--- config.mk ---
export PLATFORM = sky130hd
export DESIGN_NAME = div_unit
export DESIGN_NICKNAME = d
export VERILOG_FILES = /design/src/rtl/div_pkg.sv /design/src/rtl/div_step.sv /design/src/rtl/div_unit.sv
export SDC_FILE = /design/constraint.sdc
export NUM_CORES = 1
export LEC_CHECK = 0
export CELL_PAD_IN_SITES_DETAIL_PLACEMENT = 2
export CELL_PAD_IN_SITES_GLOBAL_PLACEMENT = 2
export CORE_MARGIN = 1.5
export CORE_UTILIZATION = 34
export DETAILED_ROUTE_END_ITERATION = 10
export PLACE_DENSITY = 0.83
export SETUP_SLACK_MARGIN = 0.15
export SYNTH_ARGS = -nofsm -noshare
export SYNTH_HDL_FRONTEND = slang
export SYNTH_SLANG_ARGS = --single-unit
--- constraint.sdc ---
create_clock -name clk -period 5 [get_ports clk]
set_input_delay 1.5 -clock clk [delete_from_list [all_inputs] [get_ports clk]]
set_output_delay 1.5 -clock clk [all_outputs]
set_load 0.02 [all_outputs]
--- src/rtl/div_pkg.sv ---
// rtl/div_pkg.sv - shared types and sizing helpers for the signed divider
//
// Purpose: default operand width, control FSM state encoding and the
// iteration-counter sizing rule shared by div_unit and its testbench.
// Ports: none (package).

package div_pkg;

  localparam int DIV_WIDTH = 32;

  typedef enum logic [1:0] {
    IDLE = 2'd0,
    RUN  = 2'd1,
    FIX  = 2'd2
  } state_t;

  // Counter must hold the value WIDTH, hence one bit beyond log2.
  function automatic int cnt_width(input int w);
    return $clog2(w) + 1;
  endfunction

endpackage

--- src/rtl/div_step.sv ---
// rtl/div_step.sv - one combinational restoring-division iteration
//
// Purpose: shift the next dividend bit into the partial remainder, trial-
// subtract the divisor, and restore if the subtraction would go negative.
// Ports:
//   rem_in   in  WIDTH  partial remainder before this step
//   dvd_msb  in  1      dividend bit being brought down
//   divisor  in  WIDTH  magnitude of the divisor
//   rem_out  out WIDTH  partial remainder after this step
//   q_bit    out 1      quotient bit produced by this step

module div_step #(
  parameter int WIDTH = 32
) (
  input  logic [WIDTH-1:0] rem_in,
  input  logic             dvd_msb,
  input  logic [WIDTH-1:0] divisor,
  output logic [WIDTH-1:0] rem_out,
  output logic             q_bit
);

  logic [WIDTH:0] shifted;
  logic [WIDTH:0] diff;

  always_comb begin
    shifted = {rem_in, dvd_msb};
    diff    = shifted - {1'b0, divisor};
    // rem_in < divisor <= 2^(WIDTH-1) (or rem_in is a dividend prefix when
    // the divisor is zero), so shifted < 2^WIDTH and bit WIDTH of the
    // difference is a clean borrow/sign flag.
    q_bit   = ~diff[WIDTH];
    rem_out = q_bit ? diff[WIDTH-1:0] : shifted[WIDTH-1:0];
  end

endmodule

--- src/rtl/div_unit.sv ---
// rtl/div_unit.sv - multicycle signed restoring divider (quotient->lo, remainder->hi)
//
// Purpose: MIPS DIV. Operands are converted to magnitudes on start, WIDTH
// restoring steps run one per cycle, then signs are applied and hi/lo/done
// are registered together. Optional macro DIV_ZERO_EXC_EN: a zero divisor
// skips the iteration and pulses divZero instead of producing a result.
// Ports:
//   clk      in   1      rising-edge clock
//   reset    in   1      synchronous active-high reset
//   start    in   1      divide strobe, sampled only in IDLE
//   a        in   WIDTH  signed dividend
//   b        in   WIDTH  signed divisor
//   hi       out  WIDTH  remainder, held until next completion
//   lo       out  WIDTH  quotient, held until next completion
//   busy     out  1      operation in flight (RUN or FIX)
//   done     out  1      one-cycle pulse, hi/lo newly updated
//   divZero  out  1      one-cycle divide-by-zero pulse (DIV_ZERO_EXC_EN only)

module div_unit
  import div_pkg::*;
#(
  parameter int WIDTH = DIV_WIDTH
) (
  input  logic             clk,
  input  logic             reset,
  input  logic             start,
  input  logic [WIDTH-1:0] a,
  input  logic [WIDTH-1:0] b,
  output logic [WIDTH-1:0] hi,
  output logic [WIDTH-1:0] lo,
  output logic             busy,
  output logic             done,
  output logic             divZero
);

  localparam int CNT_W = cnt_width(WIDTH);

  state_t           state_q, state_d;
  logic [CNT_W-1:0] cnt_q, cnt_d;
  logic [WIDTH-1:0] rem_q, rem_d;
  logic [WIDTH-1:0] dvd_q, dvd_d;
  logic [WIDTH-1:0] dvs_q, dvs_d;
  logic [WIDTH-1:0] quo_q, quo_d;
  logic             qneg_q, qneg_d;
  logic             rneg_q, rneg_d;
  logic             dz_q, dz_d;
  logic [WIDTH-1:0] hi_q, hi_d;
  logic [WIDTH-1:0] lo_q, lo_d;
  logic             done_q, done_d;
  logic             divzero_q, divzero_d;

  logic [WIDTH-1:0] step_rem;
  logic             step_qbit;

  div_step #(.WIDTH(WIDTH)) u_step (
    .rem_in  (rem_q),
    .dvd_msb (dvd_q[WIDTH-1]),
    .divisor (dvs_q),
    .rem_out (step_rem),
    .q_bit   (step_qbit)
  );

  always_comb begin
    state_d   = state_q;
    cnt_d     = cnt_q;
    rem_d     = rem_q;
    dvd_d     = dvd_q;
    dvs_d     = dvs_q;
    quo_d     = quo_q;
    qneg_d    = qneg_q;
    rneg_d    = rneg_q;
    dz_d      = dz_q;
    hi_d      = hi_q;
    lo_d      = lo_q;
    done_d    = 1'b0;
    divzero_d = 1'b0;

    case (state_q)
      IDLE: begin
        if (start) begin
          // Negation of the most-negative value wraps to 2^(W-1), which is
          // exactly the unsigned magnitude wanted.
          dvd_d  = a[WIDTH-1] ? -a : a;
          dvs_d  = b[WIDTH-1] ? -b : b;
          qneg_d = a[WIDTH-1] ^ b[WIDTH-1];
          rneg_d = a[WIDTH-1];
          rem_d  = '0;
          quo_d  = '0;
          cnt_d  = '0;
          dz_d   = 1'b0;
          state_d = RUN;
`ifdef DIV_ZERO_EXC_EN
          if (b == '0) begin
            dz_d      = 1'b1;
            divzero_d = 1'b1;
            state_d   = FIX;
          end
`else
          // Zero divisor yields an all-ones quotient regardless of the
          // dividend's sign.
          if (b == '0) begin
            qneg_d = 1'b0;
          end
`endif
        end
      end
      RUN: begin
        rem_d = step_rem;
        dvd_d = dvd_q << 1;
        quo_d = {quo_q[WIDTH-2:0], step_qbit};
        cnt_d = cnt_q + 1'b1;
        if (cnt_q == CNT_W'(WIDTH - 1)) begin
          state_d = FIX;
        end
      end
      FIX: begin
        state_d = IDLE;
        if (!dz_q) begin
          lo_d   = qneg_q ? -quo_q : quo_q;
          hi_d   = rneg_q ? -rem_q : rem_q;
          done_d = 1'b1;
        end
      end
      default: state_d = IDLE;
    endcase
  end

  always_ff @(posedge clk) begin
    if (reset) begin
      state_q   <= IDLE;
      cnt_q     <= '0;
      rem_q     <= '0;
      dvd_q     <= '0;
      dvs_q     <= '0;
      quo_q     <= '0;
      qneg_q    <= 1'b0;
      rneg_q    <= 1'b0;
      dz_q      <= 1'b0;
      hi_q      <= '0;
      lo_q      <= '0;
      done_q    <= 1'b0;
      divzero_q <= 1'b0;
    end else begin
      state_q   <= state_d;
      cnt_q     <= cnt_d;
      rem_q     <= rem_d;
      dvd_q     <= dvd_d;
      dvs_q     <= dvs_d;
      quo_q     <= quo_d;
      qneg_q    <= qneg_d;
      rneg_q    <= rneg_d;
      dz_q      <= dz_d;
      hi_q      <= hi_d;
      lo_q      <= lo_d;
      done_q    <= done_d;
      divzero_q <= divzero_d;
    end
  end

  assign hi      = hi_q;
  assign lo      = lo_q;
  assign busy    = (state_q == RUN) || (state_q == FIX);
  assign done    = done_q;
  assign divZero = divzero_q;

endmodule

# Word level (Yosys, flattened, before mapping)
# Cells that the tools add are included.
totals:
  out_inout_bits: 67
  word_cells: 49
  inputBits: 67
  ff_bits: 203
op_classes:
  bitwise_logic: 3
  eq_ne: 5
  reduce_logical: 8
  addsub: 6
  muxes: 16
op_table:
  columns: ["cell", "count"]
  rows:
  - ["$mux 32", 7]
  - ["$pmux 32 s2", 3]
  - ["$neg 32->32", 4]
  - ["$sub 33x32->33", 1]
  - ["$logic_not 32->1", 1]
  - ["$pmux 6 s2", 1]
  - ["$add 6x1->6 const B", 1]
  - ["$eq 6x5->1 const B", 1]
  - ["$mux 6", 1]
  - ["$reduce_and 2->1", 3]
  - ["$mux 2", 2]
  - ["$ne 2x2->1 const B", 2]
  - ["$pmux 2 s2", 1]
  - ["$eq 2x1->1 const B", 1]
  - ["$eq 2x2->1 const B", 1]
  - ["$logic_not 2->1", 1]
  - ["$not 1->1", 2]
  - ["$reduce_bool 2->1", 1]
  - ["$reduce_or 2->1", 1]
  - ["$logic_or 1x1->1", 1]
  - ["$mux 1", 1]
  - ["$xor 1x1->1", 1]

# Logic depth before layout (Yosys ltp)
# Gate-level depths: netlist (run 1).
depth:
  ltp_word: 4
  mapped_depth: 14
  ltp_nobuf: 12

# Modules after synthesis
# A second synthesis (run 1) with hierarchy kept.
unflattened:
  hier_cells: 1544
  hier_area_um2: 12493.2
by_module_without_submodules:
  columns: ["mod", "instances", "seq_area_each_um2", "cells_per_inst", "area_per_inst_um2"]
  rows:
  - ["div_unit", 1, 4063.9, 1233, 10237.3]
  - ["div_step", 1, 0.0, 311, 2255.9]

# Worst setup path before layout (run 1)
# OpenSTA, ideal clock, no wires.
synth_timing:
  kind: "input port to flip-flop"
  startpoint: "in a[12]"
  endpoint: "reg dvd_q[29]"
  arrival_time_ps: 4069
  required_ps: 4930
  path_stages: 9
  setup_time_ps: 70
  n_path_buf: 0
  slack_ps: 860
  cell_sequence: "or4_1 > nor4_1 > nand4_1 > or3_1 > or4_1 > o41ai_1 > xor2_1 > a211o_1 > a21oi_1"
synth_via:
  elab_chain_cells: 4
synth_rtl:
  columns: ["element", "line", "rtl"]
  rows:
  - ["start: declaration", "div_unit.sv:27", "input logic [WIDTH-1:0] a,"]
  - ["$neg 32->32", "div_unit.sv:83", "dvd_d = a[WIDTH-1] ? -a : a;"]
  - ["$mux 32", "div_unit.sv:83", null]
  - ["$mux 32", "div_unit.sv:80", "if (start) begin"]
  - ["$pmux 32 s2", "div_unit.sv:78", "case (state_q)"]
  - ["end signal: assignment", "div_unit.sv:147", "dvd_q <= dvd_d;"]
  - ["end: declaration", "div_unit.sv:41", "logic [WIDTH-1:0] dvd_q, dvd_d;"]
# Every way passes these cells. The select of a mux whose other input is x is not followed.
# A chain may end at the register's enable or synchronous reset.

# Final worst setup path (run 1)
# Ends and elaborated chain as after synthesis.

==> run_results.csv, run 1 <==
group,metric,value,unit
cells_and_area,syn2layout_area_growth,21.3,%
worst_setup_path,start_kind,"primary input",
timing,finalCriticalPeriod,4380,ps
power,leakage,5.32,nW
global_routing,grt.overflow.total,0,
cells_and_area,seq_area,0.00406,mm2
cells_and_area,final_nets,1673,
job,maxCapViolations,0,
logic_synthesis,syn_avg_cell_area,7.92,um2
min_path,hp-class,"flop to flop",
clocking,holdBufCountCts,0,
route,first_pass_iters,5,
logic_synthesis,syn_area,0.0118,mm2
global_routing,grt_usage,0.207,
worst_setup_path,reg2reg_to,"rem_q[1]",
global_routing,grt_pass1_wl,62000,um
timing,timing.final.crit_share,0.875,
timing,tightest_slew,1110,ps
route,wire_per_inst,18.4,um
logic_synthesis,async_flop_share,0,
route,drc,0,
outcome,outcome,"complete, no violations",
route,finalWirelength,37400,um
power,fin_total_pwr,4.84,mW
min_path,hold_path_end,"dvd_q[12]",
floorplan,coreArea,0.0338,mm2
timing,setup_viol,0,
worst_setup_path,reg2reg_depth,13,
power,pwr_density_cell,339,mW/mm2
clocking,cts_sinks,203,
floorplan,initial_core_util,0.349,
worst_setup_path,arrival,4830,ps
timing,slew_viol_final,0,
worst_setup_path,critPathKind,"primary input to flop",
timing,rsz0062_at_grt,"false",
logic_synthesis,synth_seq_cells,203,
logic_synthesis,synth_edf_count,0,
global_routing,grt_antenna_before_repair,0,
timing,fin_tns_setup,0,ps
floorplan,dieWidth,189,um
route,vias,11086,
worst_setup_path,cp_max_fo,4,
placed_design,gp_congestion,0.842,
clocking,cts_inserted_buffers,25,
timing,slew-limit-headroom,0.259,
logic_synthesis,ys.flop_type,"dfxtp_1",
clocking,cts_root_buf,"clkbuf_16",
logic_synthesis,ys_seq_area_frac,0.345,
floorplan,die-area,0.0358,mm2
min_path,whs_path_depth,2,
floorplan,rows,67,
worst_setup_path,crit_required,5460,ps
placed_design,numPortBuffers,132,
cells_and_area,layout-drive-gt1-share,0.0545,
clocking,cts_tree,"built",
route,vias_per_cell,5.47,
timing,final_hold_viol_count,0,
logic_synthesis,ys_warn_count,0,
min_path,worstHoldStart,"dvd_q[12]",
clocking,post_cts_resized,0,
route,postRouteAntennaNets,0,
clocking,htreeDepth,1,
clocking,clk_latency,530,ps
timing,fmax,228,MHz
placed_design,dp.final_hpwl,27000,um
logic_synthesis,syn-num-nets,1594,
clocking,clkTransAtPathRegs,60,ps
worst_setup_path,cp-end-kind,"flop",
cells_and_area,diodes,0,
floorplan,io_pins,134,
clocking,cts-root-to-sink-buffers,3,
cells_and_area,multiInputGateArea,0.00717,mm2
floorplan,dieHeight,189,um
route,drt_iter0_markers,476,
logic_synthesis,synth.distinct_cells,62,
global_routing,grt_max_degree,98,
worst_setup_path,rrSetupSlack,1210,ps
global_routing,grt_pass1_vias,11889,
clocking,cts_setup_buffers,0,
cells_and_area,nFillCells,3785,
timing,skew,17.8,ps
worst_setup_path,r2r_start,"dvd_q[31]",
logic_synthesis,synth_cells,1486,
power,vdd_drop_max,0.000196,V
-- flip-flops by register name, indices dropped and copies added (netlist names) --
register / count
rem_q: 32
done: 1
lo: 32
quo_q: 32
dvs_q: 32
cnt_q: 6
hi: 32
rneg_q: 1
dvd_q: 32
qneg_q: 1
state_q: 2
-- routing by layer --
layer  global-route usage  vias up  wire (um)
met5                    0        -          0
met4               0.0354        0        425
met3               0.0213       37       1110
met2                0.362      164      17900
met1                0.279     5429      18000
li1                     -     5456          -
-- synth_stat cells (20+ instances only) --
cell type,instances,area share
xor2_1,108,0.080
a21oi_1,72,0.031
mux2i_1,28,0.024
nand2_1,175,0.056
a22oi_1,36,0.023
a211oi_1,91,0.058
ha_1,40,0.043
o21ai_0,108,0.046
xnor2_1,34,0.025
nand3_1,20,0.0085
nor2_1,170,0.054
o31ai_1,31,0.020
inv_1,52,0.017
clkbuf_1,90,0.029
dfxtp_1,203,0.35
-- power breakdown --
part	leakage [nW]	total, mW	switching (mW)	internal (mW)
clock network	0.402	1.82	0.722	1.10
logic	3.26	1.18	0.723	0.457
registers	1.65	1.84	0.0822	1.76
total	5.32	4.84	1.53	3.31
-- worst max path at each step --
stage	start	endpoint	depth (start not counted)
3_5_place_dp	a[12]	dvd_q[29]	10
6_report	a[12]	dvd_q[29]	10
3_3_place_gp	a[12]	dvd_q[29]	10
5_1_grt	a[12]	dvd_q[29]	10
4_1_cts	a[12]	dvd_q[29]	10
2_1_floorplan	a[12]	dvd_q[29]	9
-- layout make-up --
type                       instances  share of cell area
clock inverter                     8             0.00674
tap                              448              0.0392
timing repair buffer             154               0.104
clock buffer                      33              0.0501
multi-input combinational       1129               0.502
inverter                          52              0.0137
sequential                       203               0.284
-- logic make-up after synthesis --
logic type,Yosys count,share of synthesized area
AOI/OAI and AO/OA,441,0.249
xor gates and xnor gates,142,0.106
adders and majority gates,41,0.0442
buffers and inverters,154,0.0503
DFF,203,0.345
muxes,28,0.0238
other,1,0.000318
and+or+nand+nor,476,0.182
-- critical path: stages --
cell,delay (ps)
clkdlybuf4s50_1,450
or4_1,600
nor4_1,310
nand4_1,170
or3_1,420
or4_1,480
o41ai_1,340
xor2_1,120
a211o_1,300
a21oi_1,140
-- per-stage QoR --
step / setup WS [ps] / hold WS (ps) / instances / instance area [um2] / util
floorplan: 860 / 432 / 1486 / 11800 / -
global placement: 150 / 439 / 1986 / 13500 / 0.399
detailed placement: 112 / 452 / 1986 / 13500 / 0.399
CTS: 654 / 460 / 2027 / 14300 / 0.423
global route: 412 / 481 / 2027 / 14300 / 0.423
finish: 623 / 456 / 2027 / 14300 / 0.423
-- cells in the final DEF (no fill, tap or decap), types with 4 or more instances in the layout --
cell / instances
a22oi_1: 36
or3_1: 16
a21oi_1: 72
clkbuf_8: 6
xor2_1: 108
mux2i_1: 28
a21o_1: 16
o41ai_1: 19
o31ai_1: 31
dfxtp_1: 203
nand2_1: 175
o21ai_0: 108
a2bb2oi_1: 5
nor4_1: 11
nor3_1: 12
clkdlybuf4s50_1: 131
buf_4: 23
or4_1: 18
a311oi_1: 5
a31oi_1: 6
o21a_1: 4
a211oi_1: 91
nor2_1: 169
and2_1: 6
and3_1: 5
ha_1: 38
nand3_1: 20
clkbuf_16: 25
xnor2_1: 34
o21bai_1: 4
inv_1: 52
a22o_1: 4
nand2b_1: 12
o211ai_1: 12
nand4_1: 7
nor2b_1: 7
or2_2: 6
clkinv_2: 4
No activity file was read; power rests on OpenSTA's default activity.
==> inputs of run 2 (changes only) <==
- HOLD_SLACK_MARGIN: unset -> 0.08
==> results of run 2 <==
Same layout as run 1: the final DEF is identical, and so are final timing and power.
